**src/rtl/latency_catch_pkg.sv**
```systemverilog
// Shared definitions for latency_catch_fifo: width helpers, default sizing, error codes.
// The optional same-cycle bypass is enabled by defining LATENCY_CATCH_BYPASS_EN.
package latency_catch_pkg;

  function automatic int clog2(input int value);
    int r;
    r = 32'sd0;
    while ((32'sd1 << r) < value) begin
      r = r + 32'sd1;
    end
    return r;
  endfunction

  localparam int LCF_DEPTH_DEFAULT = 32'sd4;
  localparam int LCF_CNT_W_DEFAULT = clog2(LCF_DEPTH_DEFAULT + 32'sd1);
  localparam int LCF_PTR_W_DEFAULT = clog2(LCF_DEPTH_DEFAULT);

  // Reserved for a future err_code port; err currently reports only the sticky OR.
  typedef enum logic [1:0] {
    ERR_NONE          = 2'd0,
    ERR_RET_NO_CREDIT = 2'd1,
    ERR_OVERFLOW      = 2'd2
  } err_code_e;

endpackage

```
**src/rtl/latency_catch_mem.sv**
```systemverilog
// DEPTH x WIDTH storage for latency_catch_fifo: one write port, one async read port, no reset.
module latency_catch_mem
  import latency_catch_pkg::*;
#(
  parameter int WIDTH = 32,
  parameter int DEPTH = 4
) (
  input  logic                      clk,
  input  logic                      i_we,
  input  logic [clog2(DEPTH)-1:0]   i_waddr,
  input  logic [WIDTH-1:0]          i_wdata,
  input  logic [clog2(DEPTH)-1:0]   i_raddr,
  output logic [WIDTH-1:0]          o_rdata
);

  logic [WIDTH-1:0] r_mem [DEPTH];

  // Storage write; contents are meaningless until written, so no reset.
  always_ff @(posedge clk) begin
    if (i_we) begin
      r_mem[i_waddr] <= i_wdata;
    end
  end

  assign o_rdata = r_mem[i_raddr];

endmodule

```
**src/rtl/latency_catch_fifo.sv**
```systemverilog
// Return-side catch FIFO behind a fixed-latency delay line: issues credits, absorbs stale
// returns after reset, flags protocol errors. Optional bypass: LATENCY_CATCH_BYPASS_EN.
module latency_catch_fifo
  import latency_catch_pkg::*;
#(
  parameter int WIDTH   = 32,
  parameter int DEPTH   = 4,
  parameter int LATENCY = 1
) (
  input  logic                        clk,
  input  logic                        rst_n,
  input  logic                        up_valid,
  output logic                        up_ready,
  input  logic                        pipe_valid,
  input  logic [WIDTH-1:0]            pipe_data,
  output logic                        dn_valid,
  output logic [WIDTH-1:0]            dn_data,
  input  logic                        dn_ready,
  output logic [clog2(DEPTH+1)-1:0]   count,
  output logic                        err
);

  localparam int CNT_W = clog2(DEPTH + 32'sd1);
  localparam int PTR_W = clog2(DEPTH);
  localparam int WIN_W = clog2(LATENCY + 32'sd1);

  logic [PTR_W-1:0] r_rd_ptr, r_wr_ptr, w_rd_ptr_nxt, w_wr_ptr_nxt;
  logic [CNT_W-1:0] r_count, r_inflight, w_count_nxt, w_inflight_nxt;
  logic [WIN_W-1:0] r_win, w_win_nxt;
  logic             r_err, r_up_ready, w_err_nxt, w_up_ready_nxt;
  logic             w_win_done, w_issue, w_ret, w_ret_ok, w_empty, w_full;
  logic             w_pop, w_byp, w_byp_take, w_wr_req, w_ovf, w_wr_en;
  logic [CNT_W:0]   w_credit_sum;
  logic [WIDTH-1:0] w_rd_data;

  assign w_win_done = (r_win == {WIN_W{1'b0}});
  assign w_issue    = up_valid & r_up_ready;
  assign w_ret      = pipe_valid & w_win_done;
  assign w_ret_ok   = w_ret & (r_inflight != {CNT_W{1'b0}});
  assign w_empty    = (r_count == {CNT_W{1'b0}});
  assign w_full     = (r_count == CNT_W'(DEPTH));
  assign w_pop      = ~w_empty & dn_ready;
`ifdef LATENCY_CATCH_BYPASS_EN
  assign w_byp      = w_empty & w_ret_ok;
`else
  assign w_byp      = 1'b0;
`endif
  assign w_byp_take = w_byp & dn_ready;
  assign w_wr_req   = w_ret_ok & ~w_byp_take;
  // A full FIFO can still take a write when the head leaves in the same cycle.
  assign w_ovf      = w_wr_req & w_full & ~w_pop;
  assign w_wr_en    = w_wr_req & ~w_ovf;

  // Next-state for counters, pointers, ignore window, credit and sticky error.
  always_comb begin
    w_count_nxt    = r_count;
    w_inflight_nxt = r_inflight;
    w_wr_ptr_nxt   = r_wr_ptr;
    w_rd_ptr_nxt   = r_rd_ptr;
    w_win_nxt      = r_win;
    case ({w_wr_en, w_pop})
      2'b10:   w_count_nxt = r_count + CNT_W'(1'b1);
      2'b01:   w_count_nxt = r_count - CNT_W'(1'b1);
      default: w_count_nxt = r_count;
    endcase
    case ({w_issue, w_ret_ok})
      2'b10:   w_inflight_nxt = r_inflight + CNT_W'(1'b1);
      2'b01:   w_inflight_nxt = r_inflight - CNT_W'(1'b1);
      default: w_inflight_nxt = r_inflight;
    endcase
    if (w_wr_en) begin
      w_wr_ptr_nxt = (r_wr_ptr == PTR_W'(DEPTH - 32'sd1)) ? {PTR_W{1'b0}} : r_wr_ptr + PTR_W'(1'b1);
    end else begin
      w_wr_ptr_nxt = r_wr_ptr;
    end
    if (w_pop) begin
      w_rd_ptr_nxt = (r_rd_ptr == PTR_W'(DEPTH - 32'sd1)) ? {PTR_W{1'b0}} : r_rd_ptr + PTR_W'(1'b1);
    end else begin
      w_rd_ptr_nxt = r_rd_ptr;
    end
    if (w_win_done) begin
      w_win_nxt = r_win;
    end else begin
      w_win_nxt = r_win - WIN_W'(1'b1);
    end
    w_credit_sum   = {1'b0, w_inflight_nxt} + {1'b0, w_count_nxt};
    w_up_ready_nxt = (w_win_nxt == {WIN_W{1'b0}}) && (w_credit_sum < (CNT_W + 1)'(DEPTH));
    w_err_nxt      = r_err | (w_ret & ~w_ret_ok) | w_ovf;
  end

  // State registers; the window reloads on every reset to swallow stale delay-line output.
  always_ff @(posedge clk or negedge rst_n) begin
    if (!rst_n) begin
      r_count    <= {CNT_W{1'b0}};
      r_inflight <= {CNT_W{1'b0}};
      r_wr_ptr   <= {PTR_W{1'b0}};
      r_rd_ptr   <= {PTR_W{1'b0}};
      r_win      <= WIN_W'(LATENCY);
      r_err      <= 1'b0;
      r_up_ready <= 1'b0;
    end else begin
      r_count    <= w_count_nxt;
      r_inflight <= w_inflight_nxt;
      r_wr_ptr   <= w_wr_ptr_nxt;
      r_rd_ptr   <= w_rd_ptr_nxt;
      r_win      <= w_win_nxt;
      r_err      <= w_err_nxt;
      r_up_ready <= w_up_ready_nxt;
    end
  end

  latency_catch_mem #(.WIDTH(WIDTH), .DEPTH(DEPTH)) u_mem (
    .clk     (clk),
    .i_we    (w_wr_en),
    .i_waddr (r_wr_ptr),
    .i_wdata (pipe_data),
    .i_raddr (r_rd_ptr),
    .o_rdata (w_rd_data)
  );

  // Show-ahead head; the bypass presents a return directly when nothing is queued.
  always_comb begin
    dn_valid = ~w_empty;
    dn_data  = {WIDTH{1'b0}};
    if (w_byp) begin
      dn_valid = 1'b1;
      dn_data  = pipe_data;
    end else if (!w_empty) begin
      dn_data  = w_rd_data;
    end else begin
      dn_data  = {WIDTH{1'b0}};
    end
  end

  assign up_ready = r_up_ready;
  assign count    = r_count;
  assign err      = r_err;

endmodule

```
**config.mk**
```make
export PLATFORM = sky130hd
export DESIGN_NAME = latency_catch_fifo
export DESIGN_NICKNAME = d
export VERILOG_FILES = /design/src/rtl/latency_catch_pkg.sv /design/src/rtl/latency_catch_mem.sv /design/src/rtl/latency_catch_fifo.sv
export SDC_FILE = /design/constraint.sdc
export NUM_CORES = 1
export LEC_CHECK = 0
export BUFFER_PORTS_ARGS = -buffer_cell sky130_fd_sc_hd__buf_2
export CELL_PAD_IN_SITES_DETAIL_PLACEMENT = 1
export CELL_PAD_IN_SITES_GLOBAL_PLACEMENT = 1
export CORE_MARGIN = 2
export CORE_UTILIZATION = 35
export DETAILED_ROUTE_END_ITERATION = 10
export PLACE_DENSITY_LB_ADDON = 0.1
export REMOVE_ABC_BUFFERS = 1
export SYNTH_ARGS = -nofsm -noshare
export SYNTH_HDL_FRONTEND = slang
export SYNTH_HIERARCHICAL = 1
export SYNTH_SLANG_ARGS = --single-unit
```
**constraint.sdc**
```tcl
create_clock -name clk -period 3.7 [get_ports clk]
set_input_delay 0.74 -clock clk [delete_from_list [all_inputs] [get_ports clk]]
set_output_delay 0.74 -clock clk [all_outputs]
set_load 0.05 [all_outputs]
```
---- After elaboration in Yosys (flattened, before gate mapping) ----
Memories as Yosys holds them, arrays and structs flattened.
Cells that the tools add are included.
storage, ports and cells
  bits in registers ....................... 13
  memory bits (writable) .................. 128
  input bits .............................. 37
  logic and storage cells ................. 51
  memories ................................ 1
memories
  memory       depth  bits a word  read ports  clocked after Yosys merged registers in  write ports  line                     text
  u_mem.r_mem  4      32           1           0                                        1            latency_catch_mem.sv:16  logic [WIDTH-1:0] r_mem [DEPTH];
cells by class
  $add $sub $neg .......................... 8
  magnitude comparators ................... 1
  eq/ne operators ......................... 7
  mux-type cells .......................... 8
  bitwise operators ....................... 16
  reduce and logical (&&, ||, !) cells .... 3
operators with widths
  kind                   number
  $mux W32               1
  $pmux W3 S2            2
  $and A1 B1 Y1          8
  $eq A2 B2 Y1 const B   4
  $add A3 B1 Y3 const B  2
  $not A1 Y1             6
  $sub A3 B1 Y3 const B  2
  $add A2 B1 Y2 const B  2
  $add A3 B3 Y4          1
  $eq A2 B1 Y1 const B   2
  $lt A4 B3 Y1 const B   1
  $mux W2                2
  $eq A3 B3 Y1 const B   1
  $logic_not A3 Y1       1
  $mux W1                3
  $reduce_bool A3 Y1     1
  $or A1 B1 Y1           2
  $logic_and A1 B1 Y1    1
  $sub A1 B1 Y1 const B  1

---- Longest topological paths before layout ----
Gate-level depths: netlist of the first run.
  word-level depth ........................ 12
  depth in mapped cells ................... 11

---- Hierarchy ----
Netlist of the first run, hierarchy kept.
by module, submodules not included
  module              instances  cells an instance  area each (µm²)  sequential area each (µm²)
  latency_catch_mem   1          171                4,689.5          3,843.7
  latency_catch_fifo  1          86                 884.6            326.6

---- Worst setup path after synthesis of the first run ----
No wires, ideal clock.
  path type ............................... in2reg
  start point ............................. input pipe_valid
  end point ............................... memory u_mem.r_mem[0][0] (enable)
  data arrival time ....................... 3,558 ps
  required time ........................... 3,232 ps
  setup slack ............................. -325 ps
  stages on the path ...................... 3
  path buffers ............................ 0
  cell sequence ........................... nand2b_1 > nor3_2 > nor3b_1
between the ends
  longest elaborated chain between the ends .. 8
RTL lines
  item                               line                      text
  from (decl)                        latency_catch_fifo.sv:14  input logic pipe_valid,
  $and A1 B1 Y1 (*)                  latency_catch_fifo.sv:38  assign w_ret = pipe_valid & w_win_done;
  $and A1 B1 Y1 (*)                  latency_catch_fifo.sv:39  assign w_ret_ok = w_ret & (r_inflight != {CNT_W{1'b0}});
  $and A1 B1 Y1 (2 in a row)         latency_catch_fifo.sv:51  assign w_ovf = w_wr_req & w_full & ~w_pop;
  $not A1 Y1                         latency_catch_fifo.sv:52  assign w_wr_en = w_wr_req & ~w_ovf;
  $and A1 B1 Y1 (*)                  latency_catch_fifo.sv:52
  net w_wr_en                        latency_catch_fifo.sv:32  logic w_pop, w_byp, w_byp_take, w_wr_req, w_ovf, w_wr_en;
  $mux W1 (*)                        latency_catch_mem.sv:20   if (i_we) begin
  $mux W1 (implied by the code) (*)  latency_catch_mem.sv:21   r_mem[i_waddr] <= i_wdata;
  to (decl)                          latency_catch_mem.sv:16
Mark *: on every way through the listed nets, which the timed path passes. The rest lies on a longest branch.

---- Worst setup path in the final report of the first run ----
  start point ............................. register r_rd_ptr[0]
  end point ............................... output dn_data[12]
between the ends
  longest elaborated chain between the ends .. 2
RTL lines
  item                    line                       text
  from (decl)             latency_catch_fifo.sv:27   logic [PTR_W-1:0] r_rd_ptr, r_wr_ptr, w_rd_ptr_nxt, w_wr_ptr_nxt;
  from (signal assigned)  latency_catch_fifo.sv:97   r_rd_ptr <= {PTR_W{1'b0}};
  from (signal assigned)  latency_catch_fifo.sv:105  r_rd_ptr <= w_rd_ptr_nxt;
  $mem_v2 Z4 W32          n/a
  net w_rd_data[12]       latency_catch_fifo.sv:34   logic [WIDTH-1:0] w_rd_data;
  $mux W32                latency_catch_fifo.sv:128  end else if (!w_empty) begin
  to (decl)               latency_catch_fifo.sv:17   output logic [WIDTH-1:0] dn_data,
The timed path passes the listed nets, and every way through them passes these cells.

==> results of run 1 <==
==> through the flow <==
step | util, % | hold slack [ns]
3_5_place_dp | 39.6 | 0.456
3_3_place_gp | 39.6 | 0.478
4_1_cts | 43.2 | 0.201
2_1_floorplan | - | 0.444
6_report | 43.3 | 0.205
5_1_grt | 43.2 | 0.205
==> state kept, by name (all words and copies together) (netlist names) <==
register and flops:
count 3, err 1, r_inflight 3, r_rd_ptr 2
r_win 1, r_wr_ptr 2, u_mem/r_mem 128, up_ready 1
==> per-layer routing <==
metal | share of wire, % | up-vias
met4 | 1.1 | 0
met2 | 51 | 62
met1 | 43 | 1397
met3 | 4.7 | 9
met5 | 0 | -
li1 | - | 1218
==> worst max-delay path by stage <==
| stage | from | endpoint | slack [ns] | depth (start not counted) |
|---|---|---|---|---|
| CTS | r_rd_ptr[0] | dn_data[25] | 0.48 | 4 |
| floorplan | pipe_valid | u_mem/r_mem[0][0] | -0.33 | 3 |
| global route | r_rd_ptr[0] | dn_data[12] | 0.40 | 4 |
| global placement | pipe_valid | up_ready | 0.52 | 12 |
| detailed placement | pipe_valid | up_ready | 0.41 | 12 |
| finish | r_rd_ptr[0] | dn_data[12] | 0.57 | 4 |
==> worst max-delay path: stages (launching register included) <==
cell	delay, ns
dfrtp_2	0.79
buf_4	0.30
mux4_2	0.50
and2_1	0.17
buf_2	0.21
==> kinds of logic (layout without fill, tap and decap cells) <==
group           Yosys count  count (layout)  synth area share [%]
flops                   141             141                  74.8
simple gates             50              50                  5.63
mux                      38              38                  14.4
buf+inv                  11             117                  1.82
fa+ha+maj                 8               8                  2.07
xor+xnor                  6               6                 0.943
compound gates            2               2                 0.247
other cells               1               2                0.0673
==> power groups by stage <==
stage	combinational [mW]	sequential, mW	clock (mW)
2_1_floorplan	1.78	2.30	0
3_3_place_gp	2.56	2.17	0
3_5_place_dp	2.58	2.18	0
4_1_cts	2.58	2.15	1.69
5_1_grt	2.71	2.18	1.76
6_report	2.53	2.14	1.65
==> cell type report <==
| type | instances | area share, % |
|---|---|---|
| inverter | 1 | 0.0552 |
| sequential | 141 | 61.4 |
| clock inverter | 15 | 2.26 |
| antenna | 1 | 0.0368 |
| timing repair buffer | 84 | 6.74 |
| tap | 216 | 3.98 |
| multi-input combinational | 105 | 19.3 |
| clock buffer | 17 | 6.26 |
==> cells in the final DEF (no fill, tap or decap), types with 3 or more instances in the layout <==
master and n:
edfxtp_1 128, buf_4 9, clkinv_1 5, clkbuf_16 17
dfrtp_1 10, mux2_2 4, buf_2 74, ha_1 6
clkinv_2 4, nor2_1 6, xnor2_1 4, and2_1 32
bufinv_16 3, mux4_2 30
==> results.txt, run 1 <==
----------------------------------------------------
[Routing]
  Number of DRC markers after the initial detailed-route iteration ... 121
  Final routed wirelength across all metal layers ... between 10,000 and 15,000 um
  Vias/cell ... roughly 4.6
  Post-route antenna net violation count ... 0
  Detailed-route via count ... 2,686
  Number of design rule violations left after detail routing ... 0
  Routed wire length per instance ... about 19 um
  Count of TritonRoute iterations in the first routing pass ... 4

[Floorplan]
  Number of ports placed on the die boundary ... 75
  Initial standard-cell utilization of the core ... 35.5%
  Die extent in x ... 130 um
  Area inside the core boundary ... 15,700 um2
  Die height ... between 100 and 150 um
  Die outline area ... 17,000 um2
  Number of placement rows ... 46

[Power]
  Comb pwr share ... 40.0%
  Clock power share ... 26.1%
  Power per Cell Area ... 929 nW/um2
  Net switching power ... ~2.4 mW
  Post-layout power ... 6.31 mW
  Internal cell power ... a little under 4 mW
  Sequential fraction of design power ... between 30% and 40%
  Worst-case vdd ir drop ... slightly above 400 uV
  Switching portion of total power ... slightly below 40%
  Leakage ... around 2.4 nW

[Synth]
  Cell types occupying the most area after synthesis ... edfxtp_1, mux4_2, dfrtp_1
  Synth Flop Type ... edfxtp_1
  Count of warnings emitted by yosys ... 6
  Sequential share of the synthesized area ... 74.8%
  EDFF count, synth ... between 100 and 150
  Count of mapped cells out of synthesis ... around 260
  Post-Syn Area ... 5570 um2
  Async SR Flop Fraction ... under 10%
  Mean cell area of the mapped netlist ... 21.7 um2
  Ranking of synthesized cells by instance count ... edfxtp_1, and2_1, mux4_2
  Seq cells post-synth ... 141
  Number of distinct standard cells referenced by the synthesized netlist ... 32
  Proportion of netlist area held by the largest area contributor ... 69.0%
  Top-count cell post-synth ... edfxtp_1
  Post-synth top area cell ... edfxtp_1

[Placed design]
  Placed standard-cell area ... just over 6000 um2
  Placed cell count ... 547
  Placement Setup Slack ... approximately 0.41 ns
  Number of buffers added on ports ... 74
  DPL Wire Length ... 6580 um
  Final weighted congestion of routability-driven global placement ... 0.690

[Cells and area]
  Number of nets at the end of the flow ... 395
  Sequential cell area in the final layout ... 4170 um2
  Area added between synthesis and finish ... 22.0%
  Area of all placed cells without fillers ... 6800 um2
  Fillcell total ... 1,509
  Area taken by multi-input logic gates ... 1310 um2
  Post-Layout Cell Count ... 580
  Proportion of layout cells with a drive suffix above 1 ... 43.3%

[Setup path]
  Source of the worst register-to-register timing path ... count[2]
  Critical path arrival ... around 2.4 ns
  Reg-to-reg setup timing slack ... 0.76 ns
  Worst flop-to-flop path endpoint ... up_ready
  CP Launch Type ... flop
  Type of the worst setup path ... flop to output port
  Required @ worst endpoint ... 2.96 ns
  Biggest fanout along the worst timing path ... 19
  Count of cells along the worst register-to-register path ... 11
  Critical path endpoint category ... output port

[STA]
  Unrepaired setup endpoints after global routing ... false
  Final Cycle Share ... 84.6%
  Final clock skew ... around 0.0068 ns
  Pins over their slew limit ... 0
  Clock period minus final worst setup slack ... 3.13 ns
  Setup slack after layout ... ~0.57 ns
  Transition time at the pin with the least slew margin ... 0.659 ns
  Setup Total Neg Slack ... 0 ns
  Achievable Freq ... 0.319 GHz
  Total of endpoints with negative setup slack in the final report ... 0
  Final count of hold timing violations ... 0
  Remaining max-slew budget at the tightest pin ... 56.1%

[CTS]
  Total clock buffers created by CTS ... 17
  Cell chosen for the clock root ... clkbuf_16
  Gates resized, CTS repair ... 0
  Clock tree from TritonCTS ... built
  Post-CTS Setup Bufs ... 0
  Clock slew at the register clock pins of the worst setup and hold paths ... 0.06 ns
  Latest clock arrival within the worst-skew pair ... 0.41 ns
  Number of hold buffers added after cts ... 0
  Deepest clock path buffer count ... 2
  Sinks on Clock Net ... about 140
  H-tree depth reported by CTS ... 4

[GRT]
  Met3 usage ... 4.80%
  Wire length of the first global-routing pass ... 16,300 um
  Global route total overflow ... 0
  Most used routing layer in global routing ... met2
  Aggregate global-route resource usage ... 13.8%
  Number of global-route vias before repair ... ~2,800
  Antenna violations before repair ... 1
  Global-route track usage on met1 ... 17.4%
  Met2 demand-to-capacity share in global routing ... 22.2%
  Maximum number of pins on one net before global-route repair ... 34

[Outcome]
  Outcome ... completed

[Worst hold path]
  Kind of path behind the tightest hold check ... input port to async pin

[Flow run]
  Max-cap violations ... 0

----------------------------------------------------
No activity file was read; power rests on OpenSTA's default activity.
==> run 2: changes to the inputs <==
--- a/config.mk
+++ b/config.mk
@@ -5,6 +5,7 @@
 export SDC_FILE = /design/constraint.sdc
 export NUM_CORES = 1
 export LEC_CHECK = 0
+export ABC_AREA = 1
 export BUFFER_PORTS_ARGS = -buffer_cell sky130_fd_sc_hd__buf_2
 export CELL_PAD_IN_SITES_DETAIL_PLACEMENT = 1
 export CELL_PAD_IN_SITES_GLOBAL_PLACEMENT = 1
==> constraint.sdc (replaced) <==
create_clock -name clk -period 2.8 [get_ports clk]
set_input_delay 0.56 -clock clk [delete_from_list [all_inputs] [get_ports clk]]
set_output_delay 0.56 -clock clk [all_outputs]
set_load 0.05 [all_outputs]
==> run 2 against run 1 <==
Effect of this change: routed wire length grew 41%; hold slack got worse by 0.18 ns; synthesized cell count rose to 2.6 times the previous value; global-route usage is 2.4 points higher; non-clock buffer count grew 8; via count is 66% higher; sequential power increased by 27%; first-iteration DRC count grew 36%; flip-flop and latch count is the same; critical path depth up 8; die area is 15% higher; largest power group unchanged.
==> results.txt, run 2 <==
----------------------------------------------------
[Setup path]
  Largest stage delay on the critical path ... 0.41 ns (was 0.79 ns)
  Count of cells along the worst register-to-register path ... 12 (was 11)
  Crit-path cells ... inv_1 > nor2_1 > nand2_1 > nand3_2 > ha_1 > fa_1 > nand2_1 > nand3_1 > xor2_2 > ha_1 > or3_1 > nor2_1 (was buf_4 > mux4_2 > and2_1 > buf_2)
  Reg-to-reg setup timing slack ... 0.19 ns (was 0.76 ns)
  Source of the worst register-to-register timing path ... count[2] (unchanged)
  Required @ worst endpoint ... 3.15 ns (was 2.96 ns)
  Cell with the largest stage delay on the worst path ... fa_1 (was dfrtp_2)
  CP Launch Type ... flop (unchanged)
  Type of the worst setup path ... flop to flop (was flop to output port)
  Critical path arrival ... 2.96 ns (was 2.39 ns)
  Biggest fanout along the worst timing path ... 4 (was 19)
  Worst flop-to-flop path endpoint ... up_ready (unchanged)
  Critical path endpoint category ... flop (was output port)

[Routing]
  Detailed-routed wire length on met3 ... 627 um (was 511 um)
  Final routed wirelength across all metal layers ... 15,100 um (was 10,800 um)
  Top Layer Used ... met4 (unchanged)
  Number of DRC markers after the initial detailed-route iteration ... 165 (was 121)
  Vias/cell ... 4.46 (was 4.63)
  Routed length on met2 ... 7860 um (was 5480 um)
  Number of design rule violations left after detail routing ... 0 (unchanged)
  Post-route antenna net violation count ... 0 (unchanged)
  Detailed-route via count ... 4,447 (was 2,686)
  Wire length on met1 ... 6430 um (was 4660 um)
  Routed wire length per instance ... 15.2 um (was 18.6 um)
  Count of TritonRoute iterations in the first routing pass ... 4 (unchanged)

[CTS]
  Clock slew at the register clock pins of the worst setup and hold paths ... 0.06 ns (about the same)
  Total clock buffers created by CTS ... 17 (unchanged)
  Gates resized, CTS repair ... 0 (unchanged)
  Post-CTS Setup Bufs ... 0 (unchanged)
  Deepest clock path buffer count ... 2 (unchanged)
  H-tree depth reported by CTS ... 4 (unchanged)
  Sinks on Clock Net ... 141 (unchanged)
  Number of hold buffers added after cts ... 0 (unchanged)
  Latest clock arrival within the worst-skew pair ... 0.42 ns (was 0.41 ns)
  Cell chosen for the clock root ... clkbuf_16 (unchanged)
  Clock tree from TritonCTS ... built (unchanged)

[Floorplan]
  Area inside the core boundary ... 18,000 um2 (was 15,700 um2)
  Die height ... 140 um (was 130 um)
  Number of placement rows ... 49 (was 46)
  Initial standard-cell utilization of the core ... 35.8% (was 35.5%)
  Number of ports placed on the die boundary ... 75 (unchanged)
  Die outline area ... 19,500 um2 (was 17,000 um2)
  Die extent in x ... 140 um (was 130 um)

[Synth]
  Number of distinct standard cells referenced by the synthesized netlist ... 24 (was 32)
  Seq cells post-synth ... 141 (unchanged)
  Count of warnings emitted by yosys ... 6 (unchanged)
  Proportion of netlist area held by the largest area contributor ... 59.6% (was 69.0%)
  Synth Flop Type ... edfxtp_1 (unchanged)
  Post-synth top area cell ... edfxtp_1 (unchanged)
  Post-Syn Area ... 6450 um2 (was 5570 um2)
  Sequential share of the synthesized area ... 64.7% (was 74.8%)
  Count of mapped cells out of synthesis ... 663 (was 257)
  Async SR Flop Fraction ... 9.22% (unchanged)
  Cell types occupying the most area after synthesis ... edfxtp_1, nand2_1, inv_1 (was edfxtp_1, mux4_2, dfrtp_1)
  Ranking of synthesized cells by instance count ... nand2_1, inv_1, edfxtp_1 (was edfxtp_1, and2_1, mux4_2)
  Top-count cell post-synth ... nand2_1 (was edfxtp_1)
  Mean cell area of the mapped netlist ... 9.73 um2 (was 21.7 um2)
  EDFF count, synth ... 128 (unchanged)

[Placed design]
  Number of buffers added on ports ... 74 (unchanged)
  DPL Wire Length ... 9500 um (was 6580 um)
  Placed standard-cell area ... 7100 um2 (was 6220 um2)
  Final weighted congestion of routability-driven global placement ... 0.730 (was 0.690)

[STA]
  Clock period minus final worst setup slack ... 2.61 ns
  Pins over their slew limit ... 0 (unchanged)
  Final clock skew ... 0.00509 ns (was 0.00682 ns)
  Final count of hold timing violations ... 0 (unchanged)
  Total of endpoints with negative setup slack in the final report ... 0 (unchanged)
  Worst Hold Slack ... 0.0242 ns (was 0.205 ns)
  Achievable Freq ... 0.382 GHz
  Final Cycle Share ... 93.4%
  Unrepaired setup endpoints after global routing ... false (unchanged)

[Power]
  Leakage ... 3.78 nW (was 2.40 nW)
  Worst-case vdd ir drop ... 637 uV (was 409 uV)
  Power per Cell Area ... 1220 nW/um2 (was 929 nW/um2)

[Cells and area]
  Most frequent standard cell in the layout excluding fill and tap cells ... nand2_1 (was edfxtp_1)
  Area added between synthesis and finish ... 21.2% (was 22.0%)
  Sequential cell area in the final layout ... 4180 um2 (was 4170 um2)
  Fillcell total ... 2,059 (was 1,509)
  Area of all placed cells without fillers ... 7820 um2 (was 6800 um2)
  Register name with the most flops ... u_mem/r_mem (unchanged)
  Max FFs per register ... 128 (unchanged)
  Leading cell types in the layout, fill and taps excluded ... nand2_1, inv_1, edfxtp_1 (was edfxtp_1, buf_2, and2_1)
  Area taken by multi-input logic gates ... 1460 um2 (was 1310 um2)
  Number of nets at the end of the flow ... 796 (was 395)
  Proportion of layout cells with a drive suffix above 1 ... 18.7% (was 43.3%)

[GRT]
  Maximum number of pins on one net before global-route repair ... 38 (was 34)
  Global route total overflow ... 0 (unchanged)
  Number of global-route vias before repair ... 4,877 (was 2,831)
  Wire length of the first global-routing pass ... 24,200 um (was 16,300 um)
  Antenna violations before repair ... 2 (was 1)
  Aggregate global-route resource usage ... 16.3% (was 13.8%)

[Worst hold path]
  Kind of path behind the tightest hold check ... input port to async pin (unchanged)

[Outcome]
  Outcome ... completed (unchanged)

[Flow run]
  Max-cap violations ... 0 (unchanged)

----------------------------------------------------
==> run 2: metrics by stage <==
step                cells  setup WS (ns)  util, %  power, mW  TNS, ns
global route          993         0.0161     43.3       10.2        0
detailed placement    961        -0.0257     39.4       7.07  -0.0257
floorplan             640         -0.998        -       5.78  -151.50
finish                996          0.185     43.4       9.57        0
global placement      961         0.0914     39.4       6.94        0
CTS                   993         0.0631     43.2       9.68        0
==> run 2: worst max path at each step <==
| stage | start | end | slack (ns) | cells past startpoint |
|---|---|---|---|---|
| finish | count[2] | up_ready | 0.19 | 12 |
| global route | count[1] | up_ready | 0.02 | 12 |
| CTS | r_rd_ptr[1] | dn_data[20] | 0.06 | 7 |
| detailed placement | pipe_valid | up_ready | -0.03 | 13 |
| global placement | pipe_valid | up_ready | 0.09 | 13 |
| floorplan | count[1] | u_mem/r_mem[1][0] | -1.0 | 6 |
==> run 2: kinds of logic after synthesis <==
kind of cell | count (synthesis) | share of synthesized area [%]
flops | 141 | 64.7
buf+inv | 204 | 13.4
fa+ha+maj | 8 | 1.78
compound gates | 1 | 0.0775
simple gates | 305 | 19.6
other cells | 1 | 0.0581
xor+xnor | 3 | 0.407
==> run 2: worst max-delay path, delay by kind of cell (launching register included) <==
kind,cells,cell delay (ns)
adders and majority gates,3,0.94
and+or+nand+nor,7,0.92
DFF,1,0.37
buffers and inverters,1,0.14
xor gates and xnor gates,1,0.18
==> run 2: final cells by class <==
cell class,count,share of cell area [%]
Antenna cell,3,0.0960
Clock buffer,19,5.54
Clock inverter,13,3.12
Inverter,181,8.74
Multi-Input combinational cell,318,18.6
Sequential cell,141,53.4
Tap cell,229,3.67
Timing Repair Buffer,92,6.79
==> run 2: layer usage <==
metal  global-route usage, %  vias up
met3                    4.20       19
met5                       0        -
met4                    6.05        0
li1                        -     2194
met2                    28.9       63
met1                    18.9     2171
==> run 2: where the power goes <==
group / total [mW] / internal, mW / switching, mW
logic: 4.28 / 1.06 / 3.21
registers: 2.72 / 2.59 / 0.129
clock network: 2.57 / 1.75 / 0.822
total: 9.57 / 5.40 / 4.16
